File: src/rtl/ram_access_arbiter.sv
`default_nettype none
// ============================================================================
// Module   : ram_access_arbiter
// Purpose  : Two-port round-robin arbiter in front of a single-port 8x256 RAM.
//            It also has a clear engine that writes CLR_VAL to every address.
//            Grants are combinational. All RAM-side outputs are registered.
//            Read returns are steered back to the requesting port by a tag
//            pipeline that is RD_LAT+1 stages deep.
// Ports    : clk, rst                        - clock, async active-high reset
//            a_req/a_we/a_addr/a_wdata       - port A request side
//            a_gnt/a_rvalid/a_rdata          - port A accept / read return
//            b_*                             - port B, identical to port A
//            clr_req/clr_busy/clr_done       - sweep request / busy / done pulse
//            ram_addr/ram_data/ram_wren/
//            ram_rden/ram_q                  - single-port RAM connection
// Params   : RD_LAT  - cycles from registered ram_rden to valid ram_q (1 or 2)
//            CLR_VAL - value written to every address by a sweep
// Revision : 1.0 - initial release
// ============================================================================
module ram_access_arbiter #(
    parameter int unsigned RD_LAT  = 2,
    parameter logic [7:0]  CLR_VAL = 8'h00
) (
    input  logic       clk,
    input  logic       rst,

    input  logic       a_req,
    input  logic       a_we,
    input  logic [7:0] a_addr,
    input  logic [7:0] a_wdata,
    output logic       a_gnt,
    output logic       a_rvalid,
    output logic [7:0] a_rdata,

    input  logic       b_req,
    input  logic       b_we,
    input  logic [7:0] b_addr,
    input  logic [7:0] b_wdata,
    output logic       b_gnt,
    output logic       b_rvalid,
    output logic [7:0] b_rdata,

    input  logic       clr_req,
    output logic       clr_busy,
    output logic       clr_done,

    output logic [7:0] ram_addr,
    output logic [7:0] ram_data,
    output logic       ram_wren,
    output logic       ram_rden,
    input  logic [7:0] ram_q
);

    localparam logic [1:0] c_IDLE  = 2'd0;
    localparam logic [1:0] c_CLEAR = 2'd1;
    localparam logic [1:0] c_DONE  = 2'd2;

    logic [1:0]      r_state;
    logic [7:0]      r_clr_cnt;
    logic            r_last_b;      // 1: port B was granted most recently
    logic [RD_LAT:0] r_tag_a;
    logic [RD_LAT:0] r_tag_b;
    logic [7:0]      r_a_hold;
    logic [7:0]      r_b_hold;
    logic [7:0]      r_ram_addr;
    logic [7:0]      r_ram_data;
    logic            r_ram_wren;
    logic            r_ram_rden;

    logic w_idle;
    logic w_clr_start;
    logic w_arb_en;
    logic w_a_win;
    logic w_a_gnt;
    logic w_b_gnt;
    logic w_a_rd;
    logic w_b_rd;
    logic w_sweep_more;

    // Gating with rst keeps the combinational grants low while reset is held.
    assign w_idle       = (r_state == c_IDLE) && !rst;
    assign w_clr_start  = w_idle && clr_req;
    assign w_arb_en     = w_idle && !clr_req;

    // On a tie, A wins only when B holds the most-recent grant.
    assign w_a_win      = a_req && (!b_req || r_last_b);
    assign w_a_gnt      = w_arb_en && w_a_win;
    assign w_b_gnt      = w_arb_en && b_req && !w_a_win;
    assign w_a_rd       = w_a_gnt && !a_we;
    assign w_b_rd       = w_b_gnt && !b_we;

    // While this is high, another sweep address still has to be issued.
    assign w_sweep_more = (r_state == c_CLEAR) && (r_clr_cnt != 8'hFF);

    // ------------------------------------------------------------------------
    // Control FSM and sweep counter
    // ------------------------------------------------------------------------
    always_ff @(posedge clk or posedge rst) begin
        if (rst) begin
            r_state   <= c_IDLE;
            r_clr_cnt <= 8'd0;
        end else begin
            case (r_state)
                c_IDLE: begin
                    r_clr_cnt <= 8'd0;
                    if (clr_req) begin
                        r_state <= c_CLEAR;
                    end
                end
                c_CLEAR: begin
                    if (r_clr_cnt == 8'hFF) begin
                        r_state   <= c_DONE;
                        r_clr_cnt <= 8'd0;
                    end else begin
                        r_clr_cnt <= r_clr_cnt + 8'd1;
                    end
                end
                c_DONE: begin
                    r_state   <= c_IDLE;
                    r_clr_cnt <= 8'd0;
                end
                default: begin
                    r_state   <= c_IDLE;
                    r_clr_cnt <= 8'd0;
                end
            endcase
        end
    end

    // ------------------------------------------------------------------------
    // Round-robin pointer: it moves only when a transfer is actually granted.
    // ------------------------------------------------------------------------
    always_ff @(posedge clk or posedge rst) begin
        if (rst) begin
            r_last_b <= 1'b1;
        end else if (w_a_gnt) begin
            r_last_b <= 1'b0;
        end else if (w_b_gnt) begin
            r_last_b <= 1'b1;
        end
    end

    // ------------------------------------------------------------------------
    // Registered RAM command. The sweep command for address 0 is loaded on the
    // cycle the clear is accepted. As a result, RAM address k appears during
    // the k-th CLEAR cycle.
    // ------------------------------------------------------------------------
    always_ff @(posedge clk or posedge rst) begin
        if (rst) begin
            r_ram_addr <= 8'd0;
            r_ram_data <= 8'd0;
            r_ram_wren <= 1'b0;
            r_ram_rden <= 1'b0;
        end else if (w_clr_start) begin
            r_ram_addr <= 8'd0;
            r_ram_data <= CLR_VAL;
            r_ram_wren <= 1'b1;
            r_ram_rden <= 1'b0;
        end else if (w_sweep_more) begin
            r_ram_addr <= r_clr_cnt + 8'd1;
            r_ram_data <= CLR_VAL;
            r_ram_wren <= 1'b1;
            r_ram_rden <= 1'b0;
        end else if (w_a_gnt) begin
            r_ram_addr <= a_addr;
            r_ram_data <= a_wdata;
            r_ram_wren <= a_we;
            r_ram_rden <= !a_we;
        end else if (w_b_gnt) begin
            r_ram_addr <= b_addr;
            r_ram_data <= b_wdata;
            r_ram_wren <= b_we;
            r_ram_rden <= !b_we;
        end else begin
            r_ram_wren <= 1'b0;
            r_ram_rden <= 1'b0;
        end
    end

    // ------------------------------------------------------------------------
    // Read-return tag pipeline. Stage k holds the owner of a read that was
    // granted k+1 cycles earlier. The last stage lines up with valid ram_q.
    // The pipeline keeps shifting during a sweep, so in-flight reads still
    // come back on time.
    // ------------------------------------------------------------------------
    always_ff @(posedge clk or posedge rst) begin
        if (rst) begin
            r_tag_a <= '0;
            r_tag_b <= '0;
        end else begin
            r_tag_a <= {r_tag_a[RD_LAT-1:0], w_a_rd};
            r_tag_b <= {r_tag_b[RD_LAT-1:0], w_b_rd};
        end
    end

    // Hold registers give rdata its last returned value when rvalid is low.
    always_ff @(posedge clk or posedge rst) begin
        if (rst) begin
            r_a_hold <= 8'd0;
            r_b_hold <= 8'd0;
        end else begin
            if (r_tag_a[RD_LAT]) begin
                r_a_hold <= ram_q;
            end
            if (r_tag_b[RD_LAT]) begin
                r_b_hold <= ram_q;
            end
        end
    end

    assign a_gnt    = w_a_gnt;
    assign b_gnt    = w_b_gnt;
    assign a_rvalid = r_tag_a[RD_LAT];
    assign b_rvalid = r_tag_b[RD_LAT];
    assign a_rdata  = r_tag_a[RD_LAT] ? ram_q : r_a_hold;
    assign b_rdata  = r_tag_b[RD_LAT] ? ram_q : r_b_hold;
    assign clr_busy = (r_state == c_CLEAR);
    assign clr_done = (r_state == c_DONE);
    assign ram_addr = r_ram_addr;
    assign ram_data = r_ram_data;
    assign ram_wren = r_ram_wren;
    assign ram_rden = r_ram_rden;

endmodule
`default_nettype wire

File: config.mk
export PLATFORM = sky130hd
export DESIGN_NAME = ram_access_arbiter
export DESIGN_NICKNAME = d
export VERILOG_FILES = /design/src/rtl/ram_access_arbiter.sv
export SDC_FILE = /design/constraint.sdc
export NUM_CORES = 1
export LEC_CHECK = 0
export CORE_UTILIZATION = 47
export CTS_CLUSTER_DIAMETER = 50
export DETAILED_ROUTE_END_ITERATION = 7
export HOLD_SLACK_MARGIN = 0.05
export PLACE_DENSITY = 0.83
export SLEW_MARGIN = 20
export SYNTH_ARGS = -nofsm -noshare
export SYNTH_HDL_FRONTEND = slang
export SYNTH_SLANG_ARGS = --single-unit
File: constraint.sdc
create_clock -name clk -period 3.8 [get_ports clk]
set_clock_uncertainty 0.1 [all_clocks]
set_input_delay 0.76 -clock clk [delete_from_list [all_inputs] [get_ports clk]]
set_output_delay 0.76 -clock clk [all_outputs]
set_load 0.01 [all_outputs]
After elaboration in Yosys (flattened, before gate mapping). Cells that the tools add are included.

Add/sub/neg operators: 1. Equal/unequal tests: 6. Muxes and demuxes: 25. Reductions and logical operators: 21.

Operator list (number): 8-bit 2-to-1 mux (12); 1-bit logical AND (10); 1-bit 2-to-1 mux (10); 8-bit by 1-bit adder with 8-bit output (second input constant) (1); 8-bit equality test (second input constant) (1); 8-bit != test (second input constant) (1); 1-bit zero test (6); 2-bit 2-to-1 mux (2); 2-bit case mux with 2 select lines (1); 4-bit nonzero test (1); 2-bit by 1-bit equality test with 1-bit output (second input constant) (1); 2-bit equality test (second input constant) (1); 2-bit zero test (1); 2-bit by 1-bit != test with 1-bit output (second input constant) (1); 2-bit != test (second input constant) (1); 2-bit AND reduction (1); 2-bit nonzero test (1); 1-bit logical OR (1).

Register bits after elaboration: 51. Input bits: 47. Output and inout port bits: 40.

Depth between registers and ports, before layout.
Depth in word-level cells: 9. Gate-level depth with buffers: 6. Gate-level depth less buffers: 5.

Worst setup path before layout. Ideal clock, no wire load.

Path type: input -> register. Start point: in rst. End point: reg r_ram_data[0] (netlist: ram_data[0]). Setup time: 0.128 ns. Arrival: 2.650 ns. Slack: 0.922 ns. Stages on the path: 5. Cells stage by stage: inv_1 > nand3_1 > nand2_4 > clkbuf_8 > o22ai_1.

Word-level cells in the longest chain between the ends: 7. Elaborated cells on any way between the ends: 11. Those cells by class: 3 x mux; 8 x reduce/logical.

RTL lines: start: declaration (RTL line 25) `input logic rst,`; 1-bit zero test (no source line) (*); 1-bit logical AND (*) (RTL line 81) `assign w_idle = (r_state == c_IDLE) && !rst;`; 1-bit logical AND (RTL line 83) `assign w_arb_en = w_idle && !clr_req;`; 1-bit logical AND (RTL line 87) `assign w_a_gnt = w_arb_en && w_a_win;`; 8-bit 2-to-1 mux (RTL line 164) `end else if (w_a_gnt) begin`; 8-bit 2-to-1 mux (RTL line 159) `end else if (w_sweep_more) begin`; 8-bit 2-to-1 mux (RTL line 154) `end else if (w_clr_start) begin`; end signal: assignment (RTL line 166) `r_ram_data <= a_wdata;`; end signal: assignment (RTL line 171) `r_ram_data <= b_wdata;`; end: declaration (RTL line 66) `logic [7:0] r_ram_data;`.

Every way passes the cells marked *; elsewhere a longest branch is shown, timed or not. A chain may end at the register's enable or synchronous reset.

Worst setup path after layout.
Start point: in rst. End point: out b_gnt.

Word-level cells in the longest chain between the ends: 5.

RTL lines: 1-bit zero test (no source line); 1-bit logical AND (RTL line 81); 1-bit logical AND (RTL line 83); 1-bit logical AND (2 in series) (RTL line 88) `assign w_b_gnt = w_arb_en && b_req && !w_a_win;`; end: declaration (RTL line 39) `output logic b_gnt,`.

No other way between the ends.

==> flow_summary_export.csv <==
group,metric,value,unit
final_layout,fin_nets,316,
synth,synth-main-ff-cell,"dfrtp_1",
critical_path,endpoint_kind,"output port",
synth,avgSynthCellArea,12.3,sq um
sta,fmax,293,MHz
clock_tree,numCtsBuffers,5,
clock_tree,cts_sinks,51,
critical_path,critPathMaxFanout,11,
clock_tree,holdBufCountCts,0,
placed_design,portBuffers,86,
drt,num_vias,1801,
critical_path,ff2ff_setup_slack,1.79,ns
synth,yosysSeqAreaShare,0.575,
drt,wire_per_inst,16.1,um
sta,worstMarginPinSlew,0.696,ns
min_path,hold_end,"r_tag_b[2]$_DFF_PP0_",
global_routing,grt_use_total,0.219,
clock_tree,cts_setup_buffers,0,
drt,drtIter0Drc,98,
critical_path,r2r-end,"ram_wren$_DFF_PP0_",
clock_tree,cts.reportedPaths.clkPinSlew,0.09,ns
power,switching_power,212,uW
drt,wl,5.17,mm
sta,min_period,3.41,ns
power,swShare,0.220,
flow_run,drv_cap,0,
placed_design,place_congestion,0.866,
drt,drc_errors,14,
floorplan,initial_core_util,0.500,
final_layout,area_growth,44.7,%
drt,drt_pre_antenna_iters,6,
floorplan,die_h,70.7,um
critical_path,crit_type,"primary input to output port",
power,vdd_drop_max,0.192,mV
power,power.density,299,nW/um^2
power,p_comb_frac,0.093,
clock_tree,cts.repair.resized,0,
run_status,violations,"design-rule violations",
sta,period_share,0.898,
drt,antenna_left,0,
synth,ys_seq_elements,51,
critical_path,cp.arrival,2.55,ns
global_routing,grt_max_degree,52,
min_path,hold_depth,0,
synth,synth_cell_types,45,
sta,setup-violations-final,0,
run_status,status,"complete, but fails checks",
power,internal_power,750,uW
power,leakage,0.00137,uW
synth,synth_edf_count,0,
sta,slew_headroom,0.536,
clock_tree,clock_path_buffers,2,
critical_path,worstReg2RegStart,"r_clr_cnt[0]$_DFF_PP0_",
final_layout,antenna_cells,0,
power,total_power,962,uW
power,pwr-share-clk,0.340,
floorplan,core_area,4440,sq um
synth,synth_nets,229,
global_routing,grt_antenna_before_repair,0,
synth,synth_cells,181,
drt,vias_per_cell,5.61,
global_routing,grt_pass1_wl,8.41,mm
min_path,holdCritPathClass,"flip-flop to flip-flop",
sta,slew_viol_final,0,
placed_design,dp_hpwl,3.85,mm
sta,finalSetupTns,0,ns
synth,synthArstFlopShare,1.00,
global_routing,grt_overflow,0,
sta,finalHoldViolations,0,
synth,yosys_warnings,0,
final_layout,drive_gt1_frac,0.145,
clock_tree,cts_tree,"yes",
floorplan,die_area,5000,sq um
power,seq_power_share,0.567,
critical_path,cp-start-kind,"primary input",
floorplan,chipWidth,70.7,um
clock_tree,root_buffer,"clkbuf_8",
clock_tree,clkLatencyLatePin,0.30,ns
floorplan,ios,87,
min_path,min_from,"r_tag_b[1]$_DFF_PP0_",
synth,synth_area,2220,sq um
clock_tree,cts_max_level,2,
global_routing,first_global_vias,1787,
critical_path,rr_worst_depth,5,
critical_path,crit_required,2.94,ns
floorplan,row_count,24,
sta,rsz0062_at_grt,"false",
state kept, by name, indices dropped and copies added (netlist names):
register / cells
ram_data: 8
ram_addr: 8
r_tag_b: 3
r_clr_cnt: 8
r_state: 2
r_a_hold: 8
ram_rden: 1
ram_wren: 1
r_last_b: 1
r_b_hold: 8
r_tag_a: 3
routing by layer:
layer	up-vias	global-route usage	routed length (um)
met5	-	0	0
met4	0	0.0533	52
met3	7	0.0641	467
met2	90	0.362	2390
met1	861	0.286	2260
li1	843	-	-
layout by cell type, fill, tap and decap left out, drive strengths merged, types with 2 or more instances in the layout:
| cell | count |
|---|---|
| buf | 2 |
| nor2b | 2 |
| o22ai | 17 |
| nor2 | 9 |
| clkdlybuf4s50 | 86 |
| nand2 | 14 |
| clkbuf | 6 |
| clkinv | 2 |
| o221a | 2 |
| o32ai | 2 |
| o21bai | 3 |
| inv | 4 |
| nand3 | 7 |
| o21ai | 5 |
| nand2b | 2 |
| xor2 | 2 |
| dfrtp | 50 |
| nor3 | 2 |
| mux2i | 8 |
| o32a | 6 |
| a21oi | 5 |
| mux2 | 16 |
worst max-delay path, cell delays in order:
cell and delay [ns]:
clkdlybuf4s50_1 0.47, or4_4 0.60, nor2_2 0.17, clkdlybuf4s50_1 0.55
kinds of logic after synthesis:
| group | count (synthesis) | synth area share |
|---|---|---|
| flops | 51 | 0.575 |
| mux | 24 | 0.117 |
| buf+inv | 13 | 0.0315 |
| fa+ha+maj | 1 | 0.00563 |
| xor+xnor | 3 | 0.0118 |
| simple gates | 43 | 0.104 |
| compound gates | 46 | 0.154 |
cells in the mapped netlist, types with 2 or more instances:
cell	instances	area, sq um
dfrtp_1	50	1250
o22ai_1	17	106
mux2_2	16	180
nand2_1	13	48.8
mux2i_1	8	80.1
nand3_1	7	35.0
nor2_1	7	26.3
o32a_1	6	60.1
a21oi_1	5	25.0
inv_1	4	15.0
buf_2	3	15.0
o21ai_0	3	15.0
o21bai_1	3	22.5
clkbuf_1	2	7.51
nand2b_1	2	12.5
nor2_2	2	12.5
nor2b_1	2	12.5
o221a_2	2	22.5
o32ai_1	2	17.5
xor2_1	2	17.5
metrics by stage:
stage                      util  setup WS (ns)  area [sq um]  hold WS (ns)  std cells
after CTS                 0.722          0.382          3210         0.258        321
after detailed placement  0.700          0.387          3110         0.239        313
after global routing      0.723          0.294          3210         0.274        321
after floorplan               -          0.922          2220         0.231        181
after global placement    0.700          0.406          3110         0.233        313
final                     0.723          0.388          3210         0.258        321
power by group through the flow:
stage | clock network [uW] | logic, uW | registers [uW]
final | 327 | 89.2 | 546
after global routing | 357 | 97.1 | 546
after CTS | 333 | 90.0 | 546
after detailed placement | 0 | 89.8 | 557
after global placement | 0 | 88.1 | 557
after floorplan | 0 | 28.4 | 556
how the worst max path moves through the flow:
stage / from / end / slack [ns]
2_1_floorplan: rst / ram_data[0]$_DFFE_PP0P_ / 0.92
3_3_place_gp: rst / b_gnt / 0.41
3_5_place_dp: rst / b_gnt / 0.39
4_1_cts: rst / b_gnt / 0.38
5_1_grt: rst / a_gnt / 0.29
6_report: rst / b_gnt / 0.39
layout make-up:
class	instances	area, sq um
clock buffer	6	82.6
clock inverter	2	16.3
fill	329	1230
inverter	5	18.8
multi-input combinational	117	877
sequential	51	1280
tap	52	65.1
timing repair buffer	88	876
Power figures use the tool's default switching activity.
